[src/rtl/mips_mc_pkg.sv]
// Shared types and encodings for the multi-cycle MIPS controller:
// state enum, opcode/funct constants, ALU and mux select encodings.
package mips_mc_pkg;

  typedef enum logic [3:0] {
    S_FETCH,
    S_DECODE,
    S_MEMADR,
    S_MEM_RD,
    S_MEM_WB,
    S_MEM_WR,
    S_RTYPE_EX,
    S_RTYPE_WB,
    S_BR_EX,
    S_ADDI_EX,
    S_ADDI_WB,
    S_J_EX,
    S_TRAP
  } state_t;

  localparam logic [5:0] OP_RTYPE = 6'b000000;
  localparam logic [5:0] OP_LW    = 6'b100011;
  localparam logic [5:0] OP_SW    = 6'b101011;
  localparam logic [5:0] OP_BEQ   = 6'b000100;
  localparam logic [5:0] OP_BNE   = 6'b000101;
  localparam logic [5:0] OP_ADDI  = 6'b001000;
  localparam logic [5:0] OP_J     = 6'b000010;

  localparam logic [5:0] F_ADD = 6'b100000;
  localparam logic [5:0] F_SUB = 6'b100010;
  localparam logic [5:0] F_AND = 6'b100100;
  localparam logic [5:0] F_OR  = 6'b100101;
  localparam logic [5:0] F_SLT = 6'b101010;
  localparam logic [5:0] F_NOR = 6'b100111;

  localparam logic [3:0] ALU_ADD = 4'b0010;
  localparam logic [3:0] ALU_SUB = 4'b0110;
  localparam logic [3:0] ALU_AND = 4'b0000;
  localparam logic [3:0] ALU_OR  = 4'b0001;
  localparam logic [3:0] ALU_SLT = 4'b0111;
  localparam logic [3:0] ALU_NOR = 4'b1100;

  localparam logic [1:0] SRCB_RT     = 2'b00;
  localparam logic [1:0] SRCB_FOUR   = 2'b01;
  localparam logic [1:0] SRCB_IMM    = 2'b10;
  localparam logic [1:0] SRCB_IMM_SH = 2'b11;

  localparam logic [1:0] PCSRC_ALU    = 2'b00;
  localparam logic [1:0] PCSRC_ALUOUT = 2'b01;
  localparam logic [1:0] PCSRC_JUMP   = 2'b10;

  // States that hold mem_req and are subject to the wait-state timeout.
  function automatic logic is_mem_state(state_t s);
    return (s == S_FETCH) || (s == S_MEM_RD) || (s == S_MEM_WR);
  endfunction

endpackage

[src/rtl/mips_mc_alu_decoder.sv]
// R-type funct decoder: funct -> alu_control, plus illegal flag.
// Ports: funct (in 6), alu_control (out 4), illegal (out 1).
module mips_mc_alu_decoder
  import mips_mc_pkg::*;
(
  input  logic [5:0] funct,
  output logic [3:0] alu_control,
  output logic       illegal
);

  always_comb begin
    alu_control = ALU_AND;
    illegal     = 1'b0;
    unique case (funct)
      F_ADD:   alu_control = ALU_ADD;
      F_SUB:   alu_control = ALU_SUB;
      F_AND:   alu_control = ALU_AND;
      F_OR:    alu_control = ALU_OR;
      F_SLT:   alu_control = ALU_SLT;
      F_NOR:   alu_control = ALU_NOR;
      default: illegal = 1'b1;
    endcase
  end

endmodule

[src/rtl/mips_mc_control.sv]
// Multi-cycle MIPS control FSM with req/ready memory, timeout trap, retire count.
// Ports: clk, reset, op, funct, zero, mem_ready in; datapath controls, instr_done, retired, fault out.
module mips_mc_control
  import mips_mc_pkg::*;
#(
  parameter int MEM_TIMEOUT = 16,
  parameter int CNT_W       = 32,
  parameter bit SUPPORT_BNE = 1'b1
) (
  input  logic             clk,
  input  logic             reset,
  input  logic [5:0]       op,
  input  logic [5:0]       funct,
  input  logic             zero,
  input  logic             mem_ready,
  output logic             mem_req,
  output logic             mem_write,
  output logic             iord,
  output logic             ir_write,
  output logic             pc_en,
  output logic [1:0]       pc_src,
  output logic             alu_src_a,
  output logic [1:0]       alu_src_b,
  output logic [3:0]       alu_control,
  output logic             reg_dst,
  output logic             mem_to_reg,
  output logic             reg_write,
  output logic             instr_done,
  output logic [CNT_W-1:0] retired,
  output logic             fault
);

  localparam int WAIT_W = $clog2(MEM_TIMEOUT + 1);

  state_t            state;
  state_t            state_nx;
  logic [WAIT_W-1:0] wait_cnt;
  logic [3:0]        alu_dec;
  logic              funct_bad;
  logic              in_mem;
  logic              timeout;

  mips_mc_alu_decoder u_alu_dec (
    .funct       (funct),
    .alu_control (alu_dec),
    .illegal     (funct_bad)
  );

  assign in_mem = is_mem_state(state);

  // Last unanswered cycle allowed: this one completes the count.
  assign timeout = in_mem && !mem_ready &&
                   (wait_cnt >= WAIT_W'(MEM_TIMEOUT - 1));

  always_comb begin
    state_nx = state;
    unique case (state)
      S_FETCH: begin
        if (mem_ready)    state_nx = S_DECODE;
        else if (timeout) state_nx = S_TRAP;
      end
      S_DECODE: begin
        unique case (1'b1)
          (op == OP_LW) || (op == OP_SW): state_nx = S_MEMADR;
          (op == OP_RTYPE): state_nx = S_RTYPE_EX;
          (op == OP_BEQ):   state_nx = S_BR_EX;
          (op == OP_BNE):
            state_nx = SUPPORT_BNE ? S_BR_EX : S_TRAP;
          (op == OP_ADDI):  state_nx = S_ADDI_EX;
          (op == OP_J):     state_nx = S_J_EX;
          default:          state_nx = S_TRAP;
        endcase
      end
      S_MEMADR:
        state_nx = (op == OP_SW) ? S_MEM_WR : S_MEM_RD;
      S_MEM_RD: begin
        if (mem_ready)    state_nx = S_MEM_WB;
        else if (timeout) state_nx = S_TRAP;
      end
      S_MEM_WR: begin
        if (mem_ready)    state_nx = S_FETCH;
        else if (timeout) state_nx = S_TRAP;
      end
      S_RTYPE_EX:
        state_nx = funct_bad ? S_TRAP : S_RTYPE_WB;
      S_ADDI_EX: state_nx = S_ADDI_WB;
      S_MEM_WB,
      S_RTYPE_WB,
      S_BR_EX,
      S_ADDI_WB,
      S_J_EX:    state_nx = S_FETCH;
      S_TRAP:    state_nx = S_TRAP;
      default:   state_nx = S_TRAP;
    endcase
  end

  // Reset forces every output to 0 combinationally so nothing
  // fires in the cycle an outstanding access is abandoned.
  always_comb begin
    mem_req     = 1'b0;
    mem_write   = 1'b0;
    iord        = 1'b0;
    ir_write    = 1'b0;
    pc_en       = 1'b0;
    pc_src      = PCSRC_ALU;
    alu_src_a   = 1'b0;
    alu_src_b   = SRCB_RT;
    alu_control = 4'b0000;
    reg_dst     = 1'b0;
    mem_to_reg  = 1'b0;
    reg_write   = 1'b0;
    instr_done  = 1'b0;
    fault       = 1'b0;
    if (!reset) begin
      unique case (state)
        S_FETCH: begin
          mem_req     = 1'b1;
          alu_src_b   = SRCB_FOUR;
          alu_control = ALU_ADD;
          ir_write    = mem_ready;
          pc_en       = mem_ready;
        end
        S_DECODE: begin
          alu_src_b   = SRCB_IMM_SH;
          alu_control = ALU_ADD;
        end
        S_MEMADR: begin
          alu_src_a   = 1'b1;
          alu_src_b   = SRCB_IMM;
          alu_control = ALU_ADD;
        end
        S_MEM_RD: begin
          mem_req = 1'b1;
          iord    = 1'b1;
        end
        S_MEM_WB: begin
          reg_write  = 1'b1;
          mem_to_reg = 1'b1;
          instr_done = 1'b1;
        end
        S_MEM_WR: begin
          mem_req    = 1'b1;
          mem_write  = 1'b1;
          iord       = 1'b1;
          instr_done = mem_ready;
        end
        S_RTYPE_EX: begin
          alu_src_a   = 1'b1;
          alu_control = alu_dec;
        end
        S_RTYPE_WB: begin
          reg_write  = 1'b1;
          reg_dst    = 1'b1;
          instr_done = 1'b1;
        end
        S_BR_EX: begin
          alu_src_a   = 1'b1;
          alu_control = ALU_SUB;
          pc_src      = PCSRC_ALUOUT;
          pc_en       = (op == OP_BNE) ? ~zero : zero;
          instr_done  = 1'b1;
        end
        S_ADDI_EX: begin
          alu_src_a   = 1'b1;
          alu_src_b   = SRCB_IMM;
          alu_control = ALU_ADD;
        end
        S_ADDI_WB: begin
          reg_write  = 1'b1;
          instr_done = 1'b1;
        end
        S_J_EX: begin
          pc_src     = PCSRC_JUMP;
          pc_en      = 1'b1;
          instr_done = 1'b1;
        end
        S_TRAP:  fault = 1'b1;
        default: fault = 1'b1;
      endcase
    end
  end

  always_ff @(posedge clk) begin
    if (reset) begin
      state    <= S_FETCH;
      wait_cnt <= '0;
      retired  <= '0;
    end else begin
      state <= state_nx;
      // Count only while lingering in the same memory state.
      if (in_mem && !mem_ready && state_nx == state)
        wait_cnt <= wait_cnt + 1'b1;
      else
        wait_cnt <= '0;
      if (instr_done)
        retired <= retired + 1'b1;
    end
  end

endmodule

[config.mk]
export PLATFORM = sky130hd
export DESIGN_NAME = mips_mc_control
export DESIGN_NICKNAME = d
export VERILOG_FILES = /design/src/rtl/mips_mc_pkg.sv /design/src/rtl/mips_mc_alu_decoder.sv /design/src/rtl/mips_mc_control.sv
export SDC_FILE = /design/constraint.sdc
export NUM_CORES = 1
export LEC_CHECK = 0
export CAP_MARGIN = 30
export CORE_UTILIZATION = 44
export DETAILED_ROUTE_END_ITERATION = 6
export GPL_ROUTABILITY_DRIVEN = 0
export GPL_TIMING_DRIVEN = 0
export PLACE_DENSITY = 0.77
export SLEW_MARGIN = 20
export SYNTH_ARGS = -nofsm -noshare
export SYNTH_HDL_FRONTEND = slang
export SYNTH_SLANG_ARGS = --single-unit
[constraint.sdc]
create_clock -name clk -period 2.08 [get_ports clk]
set_input_delay 0.208 -clock clk [delete_from_list [all_inputs] [get_ports clk]]
set_output_delay 0.208 -clock clk [all_outputs]
set_load 0.02 [all_outputs]
# Word-level counts from Yosys, hierarchy flattened
# Cells that the tools add are included.
op_classes:
  muxes: 38
  n_reduce_logical: 20
  magnitude_cmp: 1
  bitwise: 2
  eq_ne: 24
  n_addsub: 2
ops:
  columns: ["op", "n"]
  rows:
  - ["$eq 6x6->1 const B", 8]
  - ["$pmux 4 s5", 2]
  - ["$add 32x1->32 const B", 1]
  - ["$pmux 4 s8", 1]
  - ["$mux 4", 6]
  - ["$mux 1", 21]
  - ["$eq 4x3->1 const B", 4]
  - ["$eq 4x4->1 const B", 4]
  - ["$eq 6x3->1 const B", 2]
  - ["$pmux 4 s3", 1]
  - ["$reduce_or 12->1", 1]
  - ["$eq 4x2->1 const B", 2]
  - ["$reduce_or 2->1", 4]
  - ["$reduce_or 4->1", 2]
  - ["$eq 6x2->1 const B", 1]
  - ["$eq 6x4->1 const B", 1]
  - ["$logic_not 6->1", 1]
  - ["$pmux 2 s3", 1]
  - ["$reduce_or 3->1", 2]
  - ["$reduce_or 6->1", 1]
  - ["$add 5x1->5 const B", 1]
  - ["$ge 5x4->1 const B", 1]
  - ["$reduce_or 5->1", 1]
  - ["$eq 4x1->1 const B", 1]
  - ["other kinds (11)", 17]
word_totals:
  wordCells: 90
  out_inout_bits: 51
  input_bits: 16
  ff_bits: 41

# Logic depth before layout (Yosys ltp)
depth:
  depth_word: 12
  depth_mapped: 9
  ltp_nobuf: 8

# By module
# A second synthesis with hierarchy kept.
unflattened:
  hier_cells: 323
  area_unflattened_um2: 2523.7
modules_own_cells:
  columns: ["mod", "cells_each", "area_per_inst_um2", "n_inst", "seq_area_each_um2"]
  rows:
  - ["mips_mc_control", 308, 2413.6, 1, 820.8]
  - ["mips_mc_alu_decoder", 15, 110.1, 1, 0.0]

# Least setup slack after synthesis
# OpenSTA, ideal clock, no wires.
synth_path:
  path_type: "reg2reg"
  startpoint: "register state[2]"
  endpoint: "register retired[27]"
  path_buffers: 3
  setup_slack_ns: -0.023
  stages_incl_launch_ff: 8
  setup_time_ns: 0.132
  synth_period_minus_slack_ns: 2.103
  required_time_ns: 1.948
  arrival_time_ns: 1.971
  cell_sequence: "dfxtp_1 -> clkbuf_1 -> a21oi_1 -> or4b_4 -> buf_6 -> clkbuf_1 -> o31ai_1 -> a21oi_1"
synth_via:
  elab_chain_len: 4
  elab_cells_between_ends: 9
  classes_between: "eq/ne: 6; mux: 2; reduce/logical: 1"
synth_lines:
  columns: ["element", "line", "rtl"]
  rows:
  - ["start, declared", "mips_mc_control.sv:35", "state_t state;"]
  - ["start signal, assigned", "mips_mc_control.sv:189", "state <= state_nx;"]
  - ["$eq 4x4->1 or $eq 4x3->1 (tied branches)", "mips_mc_control.sv:115", "unique case (state)"]
  - ["$reduce_or 5->1 (no line)", null, null]
  - ["$pmux 1 s2 (*)", "mips_mc_control.sv:115", null]
  - ["$mux 1 (*)", "mips_mc_control.sv:114", "if (!reset) begin"]
  - ["end signal, assigned", "mips_mc_control.sv:196", "retired <= retired + 1'b1;"]
  - ["end, declared", "mips_mc_control.sv:29", "output logic [CNT_W-1:0] retired,"]
# Every way passes the cells marked *; elsewhere a longest branch is shown, timed or not.
# A chain may end at the register's enable or synchronous reset.

# Final worst setup path
layout_path:
  startpoint: "register state[3]"
  endpoint: "register retired[29]"
# The elaborated chain is that of the path after synthesis.

==> qor.yml <==
drt:
  drt_iter0_markers: 196
  vias: 2854
  drtAntennaViolNets: 0
  routed_via_density: 5.93
  drc_errors: 0
  wl_um: 7330
  firstDrtPassIters: 5
  wire_per_inst_um: 15.2
sta:
  setup_slack_ns: -0.00282
  hold_ws_ns: 0.395
  worst_pin_slew_ns: 0.573
  fin_worst_skew_ns: 0.00991
  setup_viol: 2
  rsz0062_at_grt: "yes"
  finalCritPeriodShare_pct: 100
  finalHoldViolations: 0
  relSlewSlack_pct: 61.8
  layout_min_cycle_time_ns: 2.08
  slew_violations: 0
  timing.fmax_mhz: 480
clocking:
  htreeDepth: 2
  cts.path.max_buffers: 2
  hold_buffers: 0
  clockRootBuffer: "clkbuf_8"
  clkTransAtPathRegs_ns: 0.08
  cts_inserted_buffers: 5
  tritoncts: "yes"
  clkLatencyLatePin_ns: 0.29
  clkSinkCount: 41
placement:
  placed_area_um2: 3210
  dp_slack_ns: -0.672
  hpwl_um: 4880
  io_buffers: 65
  place_inst: 461
final_layout:
  nets: 430
  multiInputGateArea_um2: 1680
  area_growth_pct: 45.0
  n_antenna_cell: 0
  regArea_um2: 841
  drive_gt1_share_pct: 20.2
  final_area_um2: 3590
  fin_cells: 481
  final.fill_count: 451
pwr:
  switching_power_mw: 0.531
  switching_share_pct: 28.5
  p_seq_share_pct: 44.4
  p_leak_nw: 1.27
  cellPowerDensity_nw_per_um2: 519
  power_frac_comb_pct: 22.2
  p_clk_share_pct: 33.5
  vdd_ir_drop_max_v: 0.000336
  internal_power_mw: 1.33
setup_path:
  crit_path_end_kind: "flop"
  arrival_ns: 2.24
  worstSetupPathType: "reg -> reg"
  worstPathMaxFanout: 10
  worstPathRequired_ns: 2.24
  reg2reg_slack_ns: -0.003
  crit_path_start_kind: "flop"
synthesis:
  syn_area_um2: 2470
  async_flop_share_pct: 0
  synth.distinct_cells: 45
  netlist_instances: 326
  yosys_warnings: 0
  synth_seq_cells: 41
  seq_area_frac_synth_pct: 33.2
  synthesis.area_per_instance_um2: 7.58
  synthFlopType: "dfxtp_1"
  synth_nets: 345
  synth-edff-count: 0
floorplan:
  std_cell_rows: 26
  boundaryPins: 67
  core_area_um2: 5270
  dieArea_um2: 5920
  die_w_um: 77.0
  initial_core_util_pct: 46.9
  die_h_um: 77.0
global_routing:
  grt_max_degree: 13
  antenna_found_initial: 0
  grt_use_total_pct: 25.0
  overflow: 0
  grt_pass1_vias: 2560
  grt_pass1_wl_um: 12100
flow_run:
  maxCapViolCount: 0
outcome:
  violations: "setup timing"
  status: "finished, violations left"
hold_path:
  hp-class: "in -> reg"
stage by stage:
stage / utilization [%] / TNS [ns] / total power, mW
after floorplan: - / 0 / 1.07
after global placement: 61.0 / -9.52 / 1.21
after detailed placement: 61.0 / -9.45 / 1.21
after CTS: 66.4 / -0.212 / 1.86
after global routing: 68.0 / -0.468 / 1.94
final: 68.0 / -0.00503 / 1.86
power groups by stage:
| stage | Combinational, mW | Sequential, mW | Clock, mW |
|---|---|---|---|
| finish | 0.413 | 0.825 | 0.623 |
| global route | 0.449 | 0.829 | 0.666 |
| CTS | 0.402 | 0.824 | 0.630 |
| detailed placement | 0.372 | 0.840 | 0 |
| global placement | 0.369 | 0.840 | 0 |
| floorplan | 0.224 | 0.842 | 0 |
worst max-delay path, cell delays in order, from the launching register on:
cell and delay [ns]:
dfxtp_4 0.37, nand2b_4 0.14, a22o_1 0.23, or4b_4 0.59, buf_6 0.16, clkbuf_16 0.16
o31ai_2 0.21, a21oi_1 0.09
cell usage after synthesis, types with 2 or more instances:
cell type | number | area (µm²)
o211ai_1 | 2 | 15.0
nand3b_1 | 3 | 22.5
nor2b_1 | 4 | 25.0
inv_1 | 7 | 26.3
nor4_1 | 8 | 50.1
nor3_1 | 16 | 80.1
a21o_1 | 3 | 22.5
and4_1 | 2 | 17.5
buf_1 | 3 | 11.3
or4_1 | 11 | 82.6
or3_1 | 15 | 93.8
buf_6 | 2 | 22.5
and3_1 | 6 | 37.5
o22ai_1 | 2 | 12.5
dfxtp_1 | 41 | 821
and2_1 | 3 | 18.8
xor2_1 | 3 | 26.3
ha_1 | 3 | 37.5
nand2b_1 | 12 | 75.1
nand3_1 | 12 | 60.1
a31oi_1 | 4 | 25.0
o32a_1 | 2 | 20.0
clkbuf_1 | 13 | 48.8
a21oi_1 | 31 | 155
nand4_1 | 14 | 87.6
nor2_1 | 33 | 124
o31ai_1 | 8 | 60.1
or2_2 | 3 | 18.8
o21ai_0 | 19 | 95.1
xnor2_1 | 11 | 96.3
nand2_1 | 16 | 60.1
what timing repair did:
action                     CTS  global route
setup endpoints to repair   38            34
setup buffers                9             5
gates cloned                 1             0
pin swaps                   12            13
resized for setup           86            34
worst paths after layout:
path	start	end	cells past startpoint
max	state[3]	retired[29]	7
min	mem_ready	state[0]	3
max reg2reg	state[3]	retired[29]	7
min reg2reg	wait_cnt[0]	wait_cnt[0]	1
placed cells by master, fill, tap and decap left out, types with 3 or more instances in the layout:
cell / Yosys / layout
a21oi_2: 0 / 3
nor3_1: 16 / 13
o31ai_1: 8 / 5
o21ai_0: 19 / 15
nand2_1: 16 / 15
xnor2_1: 11 / 11
dlygate4sd2_1: 0 / 17
or3_1: 15 / 15
dfxtp_1: 41 / 29
clkdlybuf4s50_1: 0 / 39
clkbuf_8: 0 / 5
dfxtp_2: 0 / 10
inv_1: 7 / 7
nand3b_1: 3 / 3
and3_1: 6 / 6
nand4_1: 14 / 14
and2_1: 3 / 3
nand2b_1: 12 / 8
clkbuf_2: 0 / 7
nor4_1: 8 / 7
nor2b_1: 4 / 3
nor3_2: 0 / 3
o21ai_1: 0 / 3
buf_6: 2 / 4
nand3_1: 12 / 12
a21o_1: 3 / 3
ha_1: 3 / 3
a21oi_1: 31 / 28
a31oi_1: 4 / 4
or4_1: 11 / 10
buf_4: 0 / 17
buf_2: 1 / 6
clkbuf_1: 13 / 3
nand2b_4: 0 / 3
nor2_1: 33 / 32
per-layer routing:
layer / up-vias / global-route usage (%) / share of wire [%]
met5: - / 0 / 0
met4: 0 / 9.23 / 1.9
met3: 13 / 4.88 / 5.3
met2: 117 / 40.1 / 48
met1: 1348 / 33.0 / 45
li1: 1376 / - / -
kinds of logic after synthesis:
group / synth area share, %
multiplexers: 0.455
XOR/XNOR: 4.96
flip-flops: 33.2
AND/OR/NAND/NOR: 35.4
buffers and inverters: 4.61
adder cells (fa/ha/maj): 1.52
AO/OA/AOI/OAI: 19.8
flip-flops by register name, summed over array words and instances (netlist names):
name	cells
retired	32
state	4
wait_cnt	5
area by class of cell:
| cell class | count | area share, % |
|---|---|---|
| multi-input cells | 259 | 46.8 |
| flip-flops and latches | 41 | 23.4 |
| repair buffers | 80 | 20.3 |
| plain buffers | 17 | 3.45 |
| well taps | 70 | 2.44 |
| clock buffers | 5 | 1.92 |
| clock inverters | 2 | 0.977 |
| inverters | 7 | 0.733 |
No activity file was read; power rests on OpenSTA's default activity.
